--- config.mk ---
export PLATFORM = sky130hd
export DESIGN_NAME = layer_output_serializer
export DESIGN_NICKNAME = d
export VERILOG_FILES = /design/src/rtl/layer_output_serializer_pkg.sv /design/src/rtl/layer_output_serializer.sv
export SDC_FILE = /design/constraint.sdc
export NUM_CORES = 1
export LEC_CHECK = 0
export CAP_MARGIN = 25
export CORE_MARGIN = 4
export CORE_UTILIZATION = 51
export CTS_CLUSTER_DIAMETER = 30
export DETAILED_ROUTE_END_ITERATION = 7
export GPL_TIMING_DRIVEN = 0
export PLACE_DENSITY = 0.93
export SLEW_MARGIN = 15
export SYNTH_ARGS = -nofsm -noshare
export SYNTH_HDL_FRONTEND = slang
export SYNTH_SLANG_ARGS = --single-unit
export TNS_END_PERCENT = 10
--- constraint.sdc ---
create_clock -name clk -period 3 [get_ports clk]
set_input_delay 0.45 -clock clk [delete_from_list [all_inputs] [get_ports clk]]
set_output_delay 0.45 -clock clk [all_outputs]
set_load 0.02 [all_outputs]
--- src/rtl/layer_output_serializer_pkg.sv ---
// Shared types for the layer output serializer: the two-state burst FSM encoding.
package layer_output_serializer_pkg;

  typedef enum logic {
    IDLE  = 1'b0,
    DRAIN = 1'b1
  } state_e;

endpackage

--- src/rtl/layer_output_serializer.sv ---
// Captures one full layer of neuron results and replays them one word per handshake,
// in neuron order, flagging partial completions and captures that land mid-drain.
module layer_output_serializer
  import layer_output_serializer_pkg::*;
#(
  parameter int numNeurons = 30,
  parameter int dataWidth  = 16
) (
  input  logic                            clk,
  input  logic                            rst,
  input  logic [numNeurons-1:0]           neuronOutValid,
  input  logic [numNeurons*dataWidth-1:0] neuronOut,
  input  logic                            outReady,
  output logic [dataWidth-1:0]            outData,
  output logic                            outValid,
  output logic                            busy,
  output logic                            overrun,
  output logic                            mismatch
);

  localparam int idxWidth = $clog2(numNeurons);
  localparam logic [idxWidth-1:0] LAST_IDX = idxWidth'(numNeurons - 1);

  state_e                                state, state_nxt;
  logic [numNeurons-1:0][dataWidth-1:0]  hold;
  logic [idxWidth-1:0]                   idx, idx_inc;
  logic                                  cap, part, xfer, last_xfer;
  logic                                  load, advance, ovr_set;

  assign cap       = &neuronOutValid;
  assign part      = (|neuronOutValid) & ~cap;
  assign xfer      = outValid & outReady;
  assign last_xfer = xfer && (idx == LAST_IDX);
  assign idx_inc   = idx + 1'b1;
  assign busy      = (state == DRAIN);

  always_ff @(posedge clk or negedge rst) begin
    if (!rst) state <= IDLE;
    else      state <= state_nxt;
  end

  // A capture coinciding with the final handshake chains straight into the next
  // burst; any other capture while draining is dropped and reported as overrun.
  always_comb begin
    state_nxt = state;
    load      = 1'b0;
    advance   = 1'b0;
    ovr_set   = 1'b0;
    case (state)
      IDLE: begin
        if (cap) begin
          load      = 1'b1;
          state_nxt = DRAIN;
        end
      end
      DRAIN: begin
        if (last_xfer) begin
          if (cap) load = 1'b1;
          else     state_nxt = IDLE;
        end else begin
          advance = xfer;
          ovr_set = cap;
        end
      end
      default: state_nxt = IDLE;
    endcase
  end

  always_ff @(posedge clk or negedge rst) begin
    if (!rst) begin
      hold     <= '0;
      idx      <= '0;
      outData  <= '0;
      outValid <= 1'b0;
      overrun  <= 1'b0;
      mismatch <= 1'b0;
    end else begin
      if (load) begin
        hold     <= neuronOut;
        outData  <= neuronOut[dataWidth-1:0];
        outValid <= 1'b1;
        idx      <= '0;
      end else if (advance) begin
        idx      <= idx_inc;
        outData  <= hold[idx_inc];
      end else if (last_xfer) begin
        outValid <= 1'b0;
      end
      if (ovr_set) overrun  <= 1'b1;
      if (part)    mismatch <= 1'b1;
    end
  end

endmodule
Word-level counts from Yosys, hierarchy flattened
Index checks and enable logic that the tools add are counted. W data, S select, Z words.

Bits in registers: 505. Input port bits: 513. Output and inout port bits: 20. Logic and storage cells: 68.

Add/sub/neg operators: 1. $lt $le $gt $ge: 1. Eq/ne operators: 2. Multiplexer cells: 18. Bitwise logic cells: 4. Reductions and logical operators: 6.

Operators by type and width (number): $bmux W16 S5 (1); $mux W16 (3); $reduce_and A30 Y1 (1); $reduce_or A30 Y1 (1); $mux W1 (10); $mux W5 (2); $lt A5 B6 Y1 const B (1); $add A5 B1 Y5 const B (1); $eq A5 B5 Y1 const B (1); $pmux W1 S2 (2); $reduce_bool A2 Y1 (2); $and A1 B1 Y1 (2); $ne A2 B2 Y1 const B (1); $not A1 Y1 (2); $reduce_and A2 Y1 (1); $logic_and A1 B1 Y1 (1).

Logic depth before layout (Yosys ltp)
Gate-level depths: netlist (run 1).

Depth in word-level cells: 6. Mapped depth: 10. Gate-level depth less buffers: 7.

Worst setup path after synthesis (run 1)
OpenSTA, ideal clock, no wires.

Path kind: register to register. Start: register idx[0]. End: register outData[11]. Arrival: 2.006 ns. Data required time: 2.869 ns. Setup slack: 0.863 ns. Stages on the path, launching flop included: 9. Period minus slack after synthesis: 2.137 ns. Cell sequence: dfrtp_1 -> ha_1 -> buf_4 -> xor2_2 -> buf_6 -> buf_12 -> mux4_2 -> o221ai_1 -> a31oi_1.

Longest elaborated chain between the ends: 5. Elaborated cells between the ends (all ways): 12.

RTL lines: from (decl) (line layer_output_serializer.sv:26) `logic [idxWidth-1:0] idx, idx_inc;`; from (signal assigned) (line layer_output_serializer.sv:84) `idx <= idx_inc;`; $add A5 B1 Y5 or $eq A5 B5 Y1 (tied branches) (line layer_output_serializer.sv:34, layer_output_serializer.sv:33); $bmux W16 S5 or $logic_and A1 B1 Y1 (tied branches) (line layer_output_serializer.sv:85, layer_output_serializer.sv:33); $mux W16 (not written as such) or $mux W1 (tied branches) (line layer_output_serializer.sv:85, layer_output_serializer.sv:57); $mux W16, or another cell as far along (line layer_output_serializer.sv:83) `end else if (advance) begin`; $mux W16 or $reduce_bool A2 Y1 (tied branches); to (signal assigned) (line layer_output_serializer.sv:80) `outData <= neuronOut[dataWidth-1:0];`; to (signal assigned) (line layer_output_serializer.sv:85) `outData <= hold[idx_inc];`; to (decl) (line layer_output_serializer.sv:14) `output logic [dataWidth-1:0] outData,`.

Several ways; a longest one is shown, not always the timed one. The select of a mux whose other input is x is not followed. A chain may end at the register's enable or synchronous reset.

Final worst setup path (run 1)
Start: register idx[1]. End: register outData[2].

The elaborated chain is that of the path after synthesis.

==> impl_metrics.env, run 1 <==
export IMPL_dp_hpwl_um=69700
export IMPL_p_leak_nw=17.0
export IMPL_via_per_inst=6.04
export IMPL_synth_area_leader_cell="dfrtp_1"
export IMPL_die_width_um=223
export IMPL_power_switching_w=0.00420
export IMPL_synth_cell_types=48
export IMPL_p_sw_share_pct=21.3
export IMPL_r2r_start="idx[1]"
export IMPL_relSlewSlack_pct=51.6
export IMPL_p_int_w=0.0156
export IMPL_routed_via_count=23600
export IMPL_yosysMostFrequentCell="nand2_1"
export IMPL_grt_pass1_vias=24600
export IMPL_portBuffers=532
export IMPL_vdd_drop_max_mv=0.562
export IMPL_drt_pass1_iter_count=8
export IMPL_tritoncts="built"
export IMPL_synth_top_area_share_pct=53.8
export IMPL_clock_latency_ns=0.63
export IMPL_pwr_share_comb_pct=4.6
export IMPL_yosysWarnings=0
export IMPL_wl_per_cell_um=25.6
export IMPL_ys_top_cells_by_area="dfrtp_1 54%, nand2_1 25%, mux4_2 8.7%"
export IMPL_ys_async_sr_fraction_pct=100
export IMPL_nets=3732
export IMPL_fp_coreArea_sq_um=45500
export IMPL_cap_violations=0
export IMPL_htreeDepth=3
export IMPL_tightestPinTransition_ns=0.726
export IMPL_startpoint="idx[1]"
export IMPL_cp_arrival_ns=3.43
export IMPL_initial_utilization_pct=51.7
export IMPL_slew_violations=0
export IMPL_setup_tns_ns=0
export IMPL_ant_nets=0
export IMPL_fin_skew_ns=0.0173
export IMPL_io_pins=533
export IMPL_yosysSeqAreaShare_pct=53.8
export IMPL_synth_common_cells="1,564 x nand2_1, 505 x dfrtp_1, 91 x mux4_2"
export IMPL_syn_avg_cell_area_sq_um=9.11
export IMPL_place_congestion=0.966
export IMPL_max_freq_ghz=0.339
export IMPL_die_h_um=223
export IMPL_drive_gt1_share_pct=13.0
export IMPL_syn_to_final_growth_pct=42.1
export IMPL_grt_use_total_pct=39.6
export IMPL_placementRows=78
export IMPL_finalSetupViolCount=0
export IMPL_cts_root_buf="clkbuf_16"
export IMPL_die_area_sq_um=49600
export IMPL_clk_pin_slew_worst_paths_ns=0.05
export IMPL_cts_buffers=97
export IMPL_dp_worst_setup_slack_ns=-0.236
export IMPL_violations="design-rule violations"
export IMPL_fin_crit_ns=2.95
export IMPL_syn_nets=3095
export IMPL_whs_ns=0.354
export IMPL_end_kind="register"
export IMPL_finalHoldViolCount=0
export IMPL_status="finished with violations"
export IMPL_overflow=0
export IMPL_synth_edf_count=0
export IMPL_antenna_found_initial=18
export IMPL_wirelength_um=100000
export IMPL_timing_final_ws_setup_ns=0.0508
export IMPL_grt_max_degree=104
export IMPL_hold_class="in2reg"
export IMPL_clock_sinks=505
export IMPL_n_fill_cell=2833
export IMPL_synthFlopType="dfrtp_1"
export IMPL_clockBufferDepth=3
export IMPL_crit_path_start_kind="register"
export IMPL_ys_seq_elements=505
export IMPL_power_density_nw_per_um2=592
export IMPL_grt_pass1_wl_um=148000
export IMPL_drc=2
export IMPL_worstPathRequired_ns=3.48
export IMPL_fin_crit_sh_pct=98.3
export IMPL_drt_iter0_drc=3028
export IMPL_crit_type="reg2reg"
export IMPL_cp_max_fo=10
export IMPL_clkPwrFrac_pct=60.8
export IMPL_worstHoldStart="neuronOut[43]"
export IMPL_p_seq_share_pct=34.5
export IMPL_regToRegSetupSlack_ns=0.05
export IMPL_synthCells=2580
export IMPL_syn_cell_area_sq_um=23500
layout make-up:
cell class / count / area, sq um / area share, %
repair buffers: 538 / 5480 / 16.4
clock buffers: 115 / 2650 / 7.93
flip-flops and latches: 505 / 12600 / 37.9
well taps: 600 / 751 / 2.25
clock inverters: 61 / 943 / 2.83
inverters: 2 / 7.51 / 0.0225
multi-input cells: 1908 / 9770 / 29.3
diodes: 18 / 45.0 / 0.135
plain buffers: 165 / 1110 / 3.31
worst max-delay path: stages (launching register included):
cell,delay [ns]
dfrtp_1,0.43
inv_1,0.07
ha_1,0.29
clkbuf_4,0.28
clkbuf_2,0.37
mux4_2,0.41
nand2_1,0.11
o21ai_0,0.14
o211ai_1,0.53
a31oi_1,0.16
routing by layer:
layer / GRT usage (%) / wire (um) / up-vias
li1: - / - / 9640
met1: 46.9 / 33600 / 11400
met2: 63.0 / 46300 / 2068
met3: 11.5 / 11700 / 546
met4: 26.2 / 8440 / 4
met5: 0 / 19 / -
flip-flops by register name, indices dropped and copies added, names as in the netlist:
signal    flops
overrun       1
outValid      1
mismatch      1
outData      16
busy          1
hold        480
idx           5
layout by cell type (no fill, tap or decap), drive strengths merged, types with 14 or more instances in the layout:
cell | netlist | routed
bufinv | 0 | 21
clkbuf | 27 | 145
dfrtp | 505 | 505
clkdlybuf4s50 | 0 | 531
buf | 138 | 141
nand2 | 1564 | 1564
mux2i | 42 | 42
diode | 0 | 18
nand4 | 22 | 22
clkinv | 0 | 18
nand3 | 53 | 53
nand2b | 14 | 14
mux4 | 91 | 91
o21ai | 15 | 15
timing repair:
item | CTS | global route
gates resized for setup | 5 | 11
hold endpoints to repair | 88 | 0
pin swaps | 0 | 0
buffers inserted | 0 | 0
endpoints found under the setup margin | 15 | 14
hold buffers | 1 | 0
per-stage QoR:
stage,instance area [sq um],utilization (%),power (W),std cells
2_1_floorplan,23500,-,0.00695,2580
3_3_place_gp,29600,65.0,0.00781,3712
3_5_place_dp,29700,65.3,0.00782,3717
4_1_cts,33300,73.3,0.0197,3894
5_1_grt,33400,73.4,0.0201,3907
6_report,33400,73.4,0.0198,3912
cell families after synthesis:
family,synth area share (%)
compound gates,2.61
xor+xnor,0.213
fa+ha+maj,0.106
buf+inv,4.66
flops,53.8
mux,10.8
simple gates,27.9
power groups by stage:
stage               logic (W)  registers [W]  clock network, W
global route         0.000959        0.00682            0.0124
global placement     0.000863        0.00695                 0
finish               0.000916        0.00682            0.0120
floorplan           0.0000119        0.00694                 0
CTS                  0.000908        0.00682            0.0120
detailed placement   0.000889        0.00694                 0
worst paths after layout:
| check | to | cells after the start |
|---|---|---|
| worst max-delay path | outData[2] | 9 |
| worst min-delay path | hold[43] | 3 |
| min in group asynchronous | hold[144] | 2 |
| worst min register to register | hold[211] | 2 |
| worst max register to register | outData[2] | 9 |
| max in group asynchronous | hold[70] | 5 |
No activity file was read; power rests on OpenSTA's default activity.
==> run 2, diff against run 1 <==
RECOVER_POWER = 100   (was default)
==> impl_metrics.env, run 2 (synthesis results as in run 1) <==
export IMPL_postLayoutCellArea_sq_um=33300
export IMPL_vdd_drop_max_mv=0.562
export IMPL_slew_violations=0
export IMPL_relSlewSlack_pct=6.45
export IMPL_grt_use_total_pct=39.6
export IMPL_placementRows=78
export IMPL_whs_ns=0.352
export IMPL_cp_arrival_ns=3.43
export IMPL_postPlaceCellArea_sq_um=29700
export IMPL_wl_per_cell_um=25.7
export IMPL_finalHoldViolCount=0
export IMPL_max_freq_ghz=0.339
export IMPL_regToRegSetupSlack_ns=0.05
export IMPL_clock_sinks=505
export IMPL_fin_skew_ns=0.0217
export IMPL_largestRegisters="hold (480), outData (16), idx (5)"
export IMPL_overflow=0
export IMPL_cap_violations=0
export IMPL_htreeDepth=3
export IMPL_fin_crit_ns=2.95
export IMPL_drive_gt1_share_pct=12.3
export IMPL_place_congestion=0.966
export IMPL_p_leak_nw=17.0
export IMPL_clock_latency_ns=0.64
export IMPL_cts_root_buf="clkbuf_16"
export IMPL_drc=0
export IMPL_wirelength_um=100000
export IMPL_syn_to_final_growth_pct=41.7
export IMPL_tightestPinTransition_ns=1.40
export IMPL_largest_register_ff_count=480
export IMPL_crit_type="reg2reg"
export IMPL_grt_max_degree=104
export IMPL_drt_pass1_iter_count=7
export IMPL_die_h_um=223
export IMPL_top_register="hold"
export IMPL_worst_path_max_delay_cell="o221ai_1"
export IMPL_finalSetupViolCount=0
export IMPL_die_width_um=223
export IMPL_worstPathRequired_ns=3.47
export IMPL_via_per_inst=6.05
export IMPL_grt_pass1_wl_um=148000
export IMPL_dp_hpwl_um=69700
export IMPL_cp_max_fo=10
export IMPL_routed_via_count=23700
export IMPL_io_pins=533
export IMPL_end_kind="register"
export IMPL_clk_pin_slew_worst_paths_ns=0.06
export IMPL_clockBufferDepth=3
export IMPL_worst_r2r_endpoint="outData[2]"
export IMPL_cts_buffers=97
export IMPL_cp_top_family="buffers and inverters"
export IMPL_critical_path_buf_inv_count=4
export IMPL_initial_utilization_pct=51.7
export IMPL_hold_path_endpoint="hold[338]"
export IMPL_worstHoldStart="neuronOut[338]"
export IMPL_power_density_nw_per_um2=594
export IMPL_timing_final_ws_setup_ns=0.0486
export IMPL_status="complete, no violations"
export IMPL_antenna_found_initial=18
export IMPL_die_area_sq_um=49600
export IMPL_crit_path_start_kind="register"
export IMPL_cpPeakStageDelay_ns=0.44
export IMPL_seqCellArea_sq_um=12600
export IMPL_tritoncts="built"
export IMPL_fin_crit_sh_pct=98.4
export IMPL_n_fill_cell=2865
export IMPL_final_common_cell="nand2_1"
export IMPL_crit_chain="inv_1, ha_1, clkbuf_4, clkbuf_4, buf_2, mux4_2, o221ai_1, a31oi_1"
export IMPL_ant_nets=0
export IMPL_final_cell_mix="1,564 x nand2_1, 510 x clkdlybuf4s50_1, 505 x dfrtp_1"
export IMPL_dp_worst_setup_slack_ns=-0.236
export IMPL_drt_iter0_drc=3143
export IMPL_grt_pass1_vias=24600
export IMPL_fp_coreArea_sq_um=45500
export IMPL_crit_top_cell="clkbuf_4"
export IMPL_hold_class="in2reg"
export IMPL_nets=3732
export IMPL_multi_input_area_sq_um=9760
export IMPL_hold_depth=3
export IMPL_r2r_start="idx[1]"
export IMPL_portBuffers=532
export IMPL_r2r_cells=8
## run 2: cell types whose count changed in the layout (fill, tap and decap cells not counted), sizes merged
cell / change
buf: -52
clkbuf: +52
clkdlybuf4s50: -21
diode: -1
dlygate4sd3: +21
## run 2: how the worst max path moves through the flow
stage	startpoint	cells after the start	slack, ns	to
after floorplan	idx[0]	8	0.86	outData[11]
after global placement	rst	1	-20.34	hold[104]
after detailed placement	neuronOutValid[7]	8	-0.24	hold[172]
after CTS	idx[1]	8	-0.05	outData[1]
after global routing	idx[1]	8	-0.008	outData[2]
final	idx[1]	8	0.05	outData[2]
## run 2: power by group
| part | total, W | internal (W) | switching, W |
|---|---|---|---|
| sequential | 0.00682 | 0.00682 | 0.000000000355 |
| combinational | 0.000906 | 0.000603 | 0.000303 |
| clock | 0.0120 | 0.00812 | 0.00392 |
| total | 0.0198 | 0.0155 | 0.00422 |
## run 2: layer usage
| layer | part of all wire (%) | track usage, % | vias to the layer above | routed length (um) |
|---|---|---|---|---|
| li1 | - | - | 9647 | - |
| met5 | 0.041 | 0 | - | 41 |
| met1 | 34 | 46.9 | 11400 | 33700 |
| met3 | 11 | 11.5 | 564 | 11500 |
| met2 | 46 | 63.0 | 2027 | 46600 |
| met4 | 8.5 | 26.2 | 6 | 8520 |
## run 2: tightest hold or removal path, delay by kind of cell
family | cells | cell delay [ns]
buffers and inverters | 1 | 0.40
and+or+nand+nor | 2 | 0.10
## run 2: cell type report
| cell class | instances | area share, % |
|---|---|---|
| timing repair buffer | 538 | 16.3 |
| sequential | 505 | 38.0 |
| tap | 600 | 2.26 |
| buffer | 165 | 3.24 |
| antenna | 17 | 0.128 |
| inverter | 2 | 0.0226 |
| clock inverter | 61 | 2.83 |
| clock buffer | 115 | 7.95 |
| multi-input combinational | 1908 | 29.3 |
## run 2: through the flow
step / util [%] / cells / total power, W / TNS [ns]
finish: 73.2 / 3911 / 0.0198 / 0
CTS: 73.3 / 3894 / 0.0197 / -0.262
global route: 73.2 / 3907 / 0.0201 / -0.00847
global placement: 65.0 / 3712 / 0.00781 / -
floorplan: - / 2580 / 0.00695 / 0
detailed placement: 65.3 / 3717 / 0.00782 / -65.15
## run 2: what timing repair did
| action | CTS | global route |
|---|---|---|
| endpoints found under the setup margin | 15 | 14 |
| hold buffers | 1 | 0 |
| resized for setup | 5 | 11 |
| endpoints found under the hold margin | 88 | 0 |
| setup buffers | 0 | 0 |
